**src/rtl/leitor_codigo_teclado.sv**
```systemverilog
// Keypad code reader: synchronises and debounces one-hot keys, assembles N_DIGITS
// key indices into a product code, expires idle partial entries and holds the
// finished code until cleared.
module leitor_codigo_teclado #(
    parameter int unsigned N_KEYS       = 4,
    parameter int unsigned N_DIGITS     = 2,
    parameter int unsigned DEBOUNCE_CYC = 4,
    parameter int unsigned TIMEOUT_CYC  = 1000,
    localparam int unsigned KW = (N_KEYS > 1) ? $clog2(N_KEYS) : 1,
    localparam int unsigned CW = $clog2(N_DIGITS + 1)
) (
    input  logic                     clk,
    input  logic                     rst_n,
    input  logic                     enable,
    input  logic [N_KEYS-1:0]        key,
    input  logic                     clear,
    output logic                     key_strobe,
    output logic [CW-1:0]            digit_count,
    output logic [N_DIGITS*KW-1:0]   code_out,
    output logic                     code_valid,
    output logic                     timeout
);

    localparam int unsigned DW = $clog2(DEBOUNCE_CYC + 1);
    localparam int unsigned TW = $clog2(TIMEOUT_CYC);

    typedef enum logic [1:0] {
        S_IDLE,
        S_COLLECT,
        S_DONE
    } state_e;

    logic [N_KEYS-1:0]      sync1_q, sync1_d;
    logic [N_KEYS-1:0]      sync2_q, sync2_d;
    logic [DW-1:0]          stab_q, stab_d;
    logic [N_KEYS-1:0]      deb_q, deb_d;
    logic [N_KEYS-1:0]      deb_prev_q, deb_prev_d;

    state_e                 state_q, state_d;
    logic [N_DIGITS*KW-1:0] code_q, code_d;
    logic [CW-1:0]          count_q, count_d;
    logic [TW-1:0]          idle_q, idle_d;
    logic                   strobe_q, strobe_d;
    logic                   timeout_q, timeout_d;
    logic                   valid_q, valid_d;

    logic                   press_c;
    logic [KW-1:0]          key_idx_c;
    logic [N_DIGITS*KW-1:0] code_ins_c;

    // Synchroniser, stability counter and debounced pattern
    always_comb begin
        sync1_d    = key;
        sync2_d    = sync1_q;
        deb_d      = deb_q;
        deb_prev_d = deb_q;
        if (sync1_q != sync2_q) begin
            stab_d = DW'(1);
        end else if (stab_q < DW'(DEBOUNCE_CYC)) begin
            stab_d = stab_q + DW'(1);
        end else begin
            stab_d = stab_q;
        end
        if (stab_q == DW'(DEBOUNCE_CYC)) begin
            deb_d = sync2_q;
        end
    end

    // Press event: debounced pattern leaves all-zero for exactly one key
    always_comb begin
        press_c = (deb_prev_q == '0) && (deb_q != '0) &&
                  ((deb_q & (deb_q - N_KEYS'(1))) == '0);
        key_idx_c = '0;
        for (int unsigned i = 0; i < N_KEYS; i++) begin
            if (deb_q[i]) begin
                key_idx_c = KW'(i);
            end
        end
    end

    // Current code with the pressed digit written into the next free slot
    always_comb begin
        code_ins_c = code_q;
        for (int unsigned i = 0; i < N_DIGITS; i++) begin
            if (count_q == CW'(N_DIGITS - 1 - i)) begin
                code_ins_c[i*KW +: KW] = key_idx_c;
            end
        end
    end

    // Entry FSM: next state, code/count updates and pulses
    always_comb begin
        state_d   = state_q;
        code_d    = code_q;
        count_d   = count_q;
        idle_d    = idle_q;
        strobe_d  = 1'b0;
        timeout_d = 1'b0;
        case (state_q)
            S_IDLE: begin
                idle_d = '0;
                if (!clear && enable && press_c) begin
                    code_d   = code_ins_c;
                    count_d  = CW'(1);
                    strobe_d = 1'b1;
                    state_d  = (N_DIGITS == 1) ? S_DONE : S_COLLECT;
                end
            end
            S_COLLECT: begin
                if (clear || !enable) begin
                    state_d = S_IDLE;
                    code_d  = '0;
                    count_d = '0;
                    idle_d  = '0;
                end else if (idle_q == TW'(TIMEOUT_CYC - 1)) begin
                    state_d   = S_IDLE;
                    code_d    = '0;
                    count_d   = '0;
                    idle_d    = '0;
                    timeout_d = 1'b1;
                end else if (press_c) begin
                    code_d   = code_ins_c;
                    count_d  = count_q + CW'(1);
                    idle_d   = '0;
                    strobe_d = 1'b1;
                    if (count_q == CW'(N_DIGITS - 1)) begin
                        state_d = S_DONE;
                    end
                end else begin
                    idle_d = idle_q + TW'(1);
                end
            end
            S_DONE: begin
                idle_d = '0;
                if (clear) begin
                    state_d = S_IDLE;
                    code_d  = '0;
                    count_d = '0;
                end
            end
            default: begin
                state_d = S_IDLE;
                code_d  = '0;
                count_d = '0;
                idle_d  = '0;
            end
        endcase
        valid_d = (state_d == S_DONE);
    end

    // State and output registers
    always_ff @(posedge clk or negedge rst_n) begin
        if (!rst_n) begin
            sync1_q    <= '0;
            sync2_q    <= '0;
            stab_q     <= '0;
            deb_q      <= '0;
            deb_prev_q <= '0;
            state_q    <= S_IDLE;
            code_q     <= '0;
            count_q    <= '0;
            idle_q     <= '0;
            strobe_q   <= 1'b0;
            timeout_q  <= 1'b0;
            valid_q    <= 1'b0;
        end else begin
            sync1_q    <= sync1_d;
            sync2_q    <= sync2_d;
            stab_q     <= stab_d;
            deb_q      <= deb_d;
            deb_prev_q <= deb_prev_d;
            state_q    <= state_d;
            code_q     <= code_d;
            count_q    <= count_d;
            idle_q     <= idle_d;
            strobe_q   <= strobe_d;
            timeout_q  <= timeout_d;
            valid_q    <= valid_d;
        end
    end

    assign key_strobe  = strobe_q;
    assign digit_count = count_q;
    assign code_out    = code_q;
    assign code_valid  = valid_q;
    assign timeout     = timeout_q;

endmodule
```
**config.mk**
```make
export PLATFORM = sky130hd
export DESIGN_NAME = leitor_codigo_teclado
export DESIGN_NICKNAME = d
export VERILOG_FILES = /design/src/rtl/leitor_codigo_teclado.sv
export SDC_FILE = /design/constraint.sdc
export NUM_CORES = 1
export LEC_CHECK = 0
export BUFFER_PORTS_ARGS = -buffer_cell sky130_fd_sc_hd__buf_2
export CAP_MARGIN = 20
export CORE_MARGIN = 5
export CORE_UTILIZATION = 60
export DETAILED_ROUTE_END_ITERATION = 12
export PLACE_DENSITY = 0.81
export SLEW_MARGIN = 20
export SYNTH_ARGS = -nofsm -noshare
export SYNTH_HDL_FRONTEND = slang
export SYNTH_SLANG_ARGS = --single-unit
```
**constraint.sdc**
```tcl
create_clock -name clk -period 4.9 [get_ports clk]
set_input_delay 0.245 -clock clk [delete_from_list [all_inputs] [get_ports clk]]
set_output_delay 0.245 -clock clk [all_outputs]
set_load 0.02 [all_outputs]
```
==> results of run 1 <==
per-layer routing:
metal	wire [um]	global-route usage
met5	0	0
met4	63	0.0779
met3	213	0.0630
met2	1620	0.285
met1	1360	0.236
Yosys cell counts (2+ instances only):
cell	n
a32o_1	2
a211oi_1	3
dfrtp_1	40
nor2_1	21
mux2i_1	2
nor3b_1	2
nand3_1	3
nor4b_1	2
ha_1	5
o21ai_0	2
xnor2_1	9
o41ai_1	6
nand2_1	5
inv_1	11
and3_1	4
xor2_1	5
nor3_1	2
mux2_2	5
clkbuf_1	2
nand4_1	2
worst max-delay path by stage:
stage	to	cells past startpoint
floorplan	digit_count[0]	5
global placement	code_out[2]	4
detailed placement	code_out[2]	6
CTS	code_out[2]	6
global route	code_out[2]	6
finish	code_out[2]	6
state kept, by name (all words and copies together) (netlist names):
signal,cells
idle_q,10
code_out,4
deb_prev_d,4
deb_prev_q,4
sync1_q,4
sync2_q,4
stab_q,3
digit_count,2
state_q,2
code_valid,1
key_strobe,1
timeout,1
per-stage QoR:
step                area (um^2)  utilization  hold WS [ps]
floorplan                  1750            -         -50.6
global placement           1850        0.666           354
detailed placement         1850        0.666           354
CTS                        1990        0.715           210
global route               1990        0.715           228
finish                     1990        0.715           221
worst reg2reg max path: cells and delay by family, from the launching register on:
| family | cells | cell delay [ps] |
|---|---|---|
| AO/OA/AOI/OAI | 3 | 1060 |
| adder cells (fa/ha/maj) | 1 | 240 |
| flip-flops | 1 | 400 |
| AND/OR/NAND/NOR | 2 | 540 |
cells in the final DEF (no fill, tap or decap), types with 2 or more instances in the layout:
cell / count
clkinv_4: 2
mux2_2: 5
o41ai_1: 6
mux2i_1: 2
dlygate4sd3_1: 5
xor2_1: 5
clkbuf_4: 5
and3_1: 4
buf_2: 16
nor2_1: 21
a32o_1: 2
a211oi_1: 3
inv_1: 11
o21ai_0: 2
nand4_1: 2
xnor2_1: 9
nand2_1: 5
nand3_1: 3
dfrtp_1: 40
nor3_1: 2
nor4b_1: 2
nor3b_1: 2
ha_1: 5
logic make-up (layout without fill, tap and decap cells):
kind of cell / after synthesis / in the layout / synth area share
AO/OA/AOI/OAI: 23 / 23 / 0.106
AND/OR/NAND/NOR: 47 / 47 / 0.140
multiplexers: 7 / 7 / 0.0437
flip-flops: 40 / 40 / 0.573
buffers and inverters: 14 / 40 / 0.0308
XOR/XNOR: 14 / 14 / 0.0702
adder cells (fa/ha/maj): 5 / 5 / 0.0358
layout make-up:
class,instances,area share
clock buffers,5,0.0189
clock inverters,3,0.0239
inverters,11,0.0208
multi-input cells,96,0.348
flip-flops and latches,40,0.503
well taps,31,0.0195
repair buffers,21,0.0654
where the power goes:
| part | leakage, nW | internal [mW] | switching [mW] |
|---|---|---|---|
| sequential | 0.529 | 0.337 | 0.00564 |
| combinational | 0.354 | 0.0151 | 0.0210 |
| clock | 0.0454 | 0.109 | 0.115 |
| total | 0.928 | 0.461 | 0.141 |
==> impl_metrics.tcl, run 1 <==
set metrics [dict create \
    slew_violations 0 \
    cts.clk_slew.worst_paths_ps 120 \
    wl_mm 3.26 \
    die-height_um 64.0 \
    gp_congestion 0.892 \
    status "finished, final reports clean" \
    critical_path.startpoint "idle_q[0]" \
    n_antenna_cell 0 \
    areaGrowthSynthToFinish_pct 13.8 \
    finalClockSkew_ps 7.63 \
    setup_violations 0 \
    clock.fmax_ghz 0.428 \
    whs_path_depth 3 \
    ctsHtreeMaxLevel 2 \
    critPathBufInv 0 \
    cp_top_family "compound AO/OA/AOI/OAI gates" \
    multi_input_area_um2 692 \
    stdcell_count 207 \
    hold_path_class "in2reg" \
    path_class "reg2reg" \
    grt_pass1_vias 1203 \
    fillers 207 \
    crit_fanout 5 \
    final_nets 188 \
    grt_usage 0.184 \
    synthesis.area_mm2 0.00175 \
    design.core.area_mm2 0.00278 \
    post_cts_buffers 0 \
    timing.rr.start "idle_q[0]" \
    cts-root-buf "clkbuf_4" \
    max_stage_delay_ps 450 \
    vias 1192 \
    cts_buffers 5 \
    ant_nets 0 \
    clock-sinks 40 \
    synth_edf_count 0 \
    grt_max_degree 41 \
    rr_worst_depth 6 \
    p_total_mw 0.602 \
    place_hpwl_mm 2.31 \
    antenna_found_initial 0 \
    rsz0062_at_grt "false" \
    drt_iter0_drc 116 \
    yosys_warnings 0 \
    placedCellCount 194 \
    async_flop_share 1.00 \
    grt-ovfl-total 0 \
    clock_latency_ps 360 \
    cts_max_path_buffers 2 \
    synth-main-ff-cell "dfrtp_1" \
    io_pins 17 \
    port_buffers 16 \
    ys_ff_latch 40 \
    drc_errors 0 \
    vdd_ir_drop_max_mv 0.322 \
    avgSynthCellArea_um2 11.6 \
    drive_above_1_share 0.176 \
    period_minus_slack_ps 2340 \
    die_w_um 64.0 \
    hold_buffers 5 \
    ys_seq_area_frac 0.573 \
    pre_cts_slack_ps 2590 \
    path_cells "ha_1, nand4bb_1, o31ai_1, o21ba_2, or3_4, o41ai_1" \
    min-delay-start "clear" \
    regArea_mm2 0.00100 \
    setup_ws_ps 2560 \
    critPathLaunchType "flop" \
    end_kind "flop" \
    regToRegSetupSlack_ps 2560 \
    drv_cap 0 \
    cts_resized 0 \
    yosys-top-cells-area "dfrtp_1, nor2_1, xnor2_1" \
    yosysUniqueCellTypes 37 \
    num_rows 19 \
    hold_viol 0 \
    reg2reg_to "code_out[2]" \
    grt_pass1_wl_mm 5.75 \
    slew_headroom 0.433 \
    setup_tns_ps 0 \
    initial_core_util 0.628 \
    vias_per_cell 5.76 \
    powerDensity_mw_per_mm2 303 \
    critPathArrivalTime_ps 2580 \
    cts_tree "done" \
    syn_inst 150 \
    crit_slowest_cell "o31ai_1" \
    min_to "state_q[0]" \
    period_share 0.477 \
    wire_per_inst_um 15.7 \
    power.leakage_nw 0.928 \
    synth_top_area_frac 0.573 \
    yosys.area.top_type "dfrtp_1" \
    syn-num-nets 163 \
    critical_path_required_ps 5150 \
    fp.dieArea_mm2 0.00409 \
    worst_pin_slew_ps 851 \
    drt-pass1-iter-count 4 \
]
(Power assumes the default switching activity.)
==> run 2: changes to the inputs <==
Settings changed: CORE_UTILIZATION 60 to 52, PLACE_DENSITY 0.81 to 0.74.
Clock period 4.9 ns to 2 ns, I/O delays scaled along.
==> impl_metrics.tcl, run 2 (synthesis results as in run 1) <==
set metrics [dict create \
    design.core.area_mm2 0.00328 \
    powerDensity_mw_per_mm2 605 \
    num_rows 21 \
    hold_viol 0 \
    period_share 1.05 \
    crit_slowest_cell "or4_4" \
    setup_tns_ps -329 \
    drt-pass1-iter-count 4 \
    wire_per_inst_um 13.6 \
    place_hpwl_mm 2.38 \
    grt-ovfl-total 0 \
    slew_violations 0 \
    cts_tree "done" \
    initial_core_util 0.532 \
    cts-root-buf "clkbuf_4" \
    reg2reg_to "digit_count[0]" \
    met1_usage 0.188 \
    combinationalPowerShare 0.082 \
    port_buffers 16 \
    grt_max_degree 41 \
    drc_errors 0 \
    ant_nets 0 \
    period_minus_slack_ps 2100 \
    p_sw_frac 0.242 \
    critPathLaunchType "flop" \
    path_cells "or4_4, o41a_1, or3_4, mux2_2" \
    crit_fanout 4 \
    slew_headroom 0.427 \
    status "finished, violations left" \
    mostFrequentLayoutCells "dfrtp_1, nor2_1, buf_4" \
    wl_mm 3.25 \
    finalClockSkew_ps 12.7 \
    cts_buffers 5 \
    setup_ws_ps -96.3 \
    final_nets 207 \
    regToRegSetupSlack_ps -100 \
    final_common_cell "dfrtp_1" \
    path_class "reg2reg" \
    antenna_found_initial 0 \
    min_to "state_q[1]" \
    drt_iter0_drc 77 \
    grt_usage 0.167 \
    rsz0062_at_grt "true" \
    design_area_mm2 0.00219 \
    use_met3 0.0542 \
    io_pins 17 \
    setup_violations 4 \
    grt_pass1_wl_mm 5.70 \
    clock.fmax_ghz 0.477 \
    max_stage_delay_ps 540 \
    critical_path_required_ps 2230 \
    drive_above_1_share 0.294 \
    globalRoute.busiestLayer "met2" \
    critPathArrivalTime_ps 2330 \
    n_antenna_cell 0 \
    power_frac_clock 0.285 \
    min-delay-start "clear" \
    clock-sinks 40 \
    largest_reg_flops 10 \
    violations "negative setup slack" \
    vias_per_cell 5.31 \
    ctsHtreeMaxLevel 2 \
    p_total_mw 1.32 \
    postPlaceCellArea_mm2 0.00201 \
    power.leakage_nw 1.02 \
    clock_latency_ps 350 \
    largest-register "idle_q" \
    die-height_um 68.0 \
    switchingPower_mw 0.321 \
    rr_worst_depth 4 \
    grt_pass1_vias 1317 \
    cts_max_path_buffers 2 \
    hold_path_class "in2reg" \
    vdd_ir_drop_max_mv 0.409 \
    timing.rr.start "deb_prev_q[1]" \
    die_w_um 68.0 \
    seqPwrFrac 0.633 \
    whs_path_depth 3 \
    cts.clk_slew.worst_paths_ps 120 \
    vias 1274 \
    met2_usage 0.291 \
    areaGrowthSynthToFinish_pct 25.2 \
    end_kind "flop" \
    gp_congestion 0.834 \
    intPower_mw 1.00 \
    worst_pin_slew_ps 859 \
    drv_cap 0 \
    fp.dieArea_mm2 0.00462 \
]
==> run 2: cell types whose count changed in the layout (fill, tap and decap cells not counted), moves of 2 or more <==
cell / delta
nor4b_2: +2
o21ai_0: -2
buf_4: +19
o41ai_4: +2
o41ai_1: -3
o21ai_1: +2
clkinv_4: -2
nor4b_1: -2
==> run 2: layer usage <==
| layer | vias to the layer above | part of all wire |
|---|---|---|
| met5 | - | 0 |
| met2 | 25 | 0.54 |
| li1 | 620 | - |
| met1 | 622 | 0.40 |
| met3 | 7 | 0.047 |
| met4 | 0 | 0.016 |
==> run 2: worst max path at each step <==
stage | from | endpoint | slack (ps) | cells past startpoint
2_1_floorplan | deb_prev_q[1] | digit_count[0] | -140 | 5
3_3_place_gp | deb_prev_q[1] | code_out[2] | -60 | 4
3_5_place_dp | deb_prev_q[1] | code_out[0] | -150 | 4
4_1_cts | deb_prev_q[1] | code_out[0] | -90 | 4
5_1_grt | deb_prev_q[1] | digit_count[0] | -150 | 4
6_report | deb_prev_q[1] | digit_count[0] | -100 | 4
==> run 2: layout make-up <==
| class | instances | area (um^2) |
|---|---|---|
| fillers | 253 | 1100 |
| flip-flops and latches | 40 | 1000 |
| multi-input cells | 96 | 764 |
| repair buffers | 40 | 273 |
| well taps | 46 | 57.6 |
| inverters | 11 | 41.3 |
| clock buffers | 5 | 37.5 |
| clock inverters | 2 | 12.5 |
==> run 2: worst max-delay path: cells and delay by family (launching register included) <==
family,cells,cell delay [ps]
AOI/OAI and AO/OA,1,400
and+or+nand+nor,2,920
DFF,1,380
muxes,1,290
==> run 2: repair_timing <==
item	4_1_cts	5_1_grt
cloned	0	0
hold endpoints to repair	44	0
gates resized for setup	5	8
buffers inserted	0	0
endpoints found under the setup margin	5	7
hold buffers	5	0
==> run 2: through the flow <==
step                utilization  setup WS [ps]  hold WS, ps  cells
global route              0.666           -151          162    240
CTS                       0.652          -87.9          141    240
detailed placement        0.613           -154          209    228
finish                    0.666          -96.3          154    240
floorplan                     -           -141         -196    150
global placement          0.613          -56.9          208    228
==> run 2: power groups by stage <==
stage / clock network [mW] / registers, mW / logic [mW]
2_1_floorplan: 0 / 0.855 / 0.0438
3_3_place_gp: 0 / 0.852 / 0.0901
3_5_place_dp: 0 / 0.853 / 0.0948
4_1_cts: 0.393 / 0.838 / 0.105
5_1_grt: 0.427 / 0.840 / 0.122
6_report: 0.377 / 0.838 / 0.108
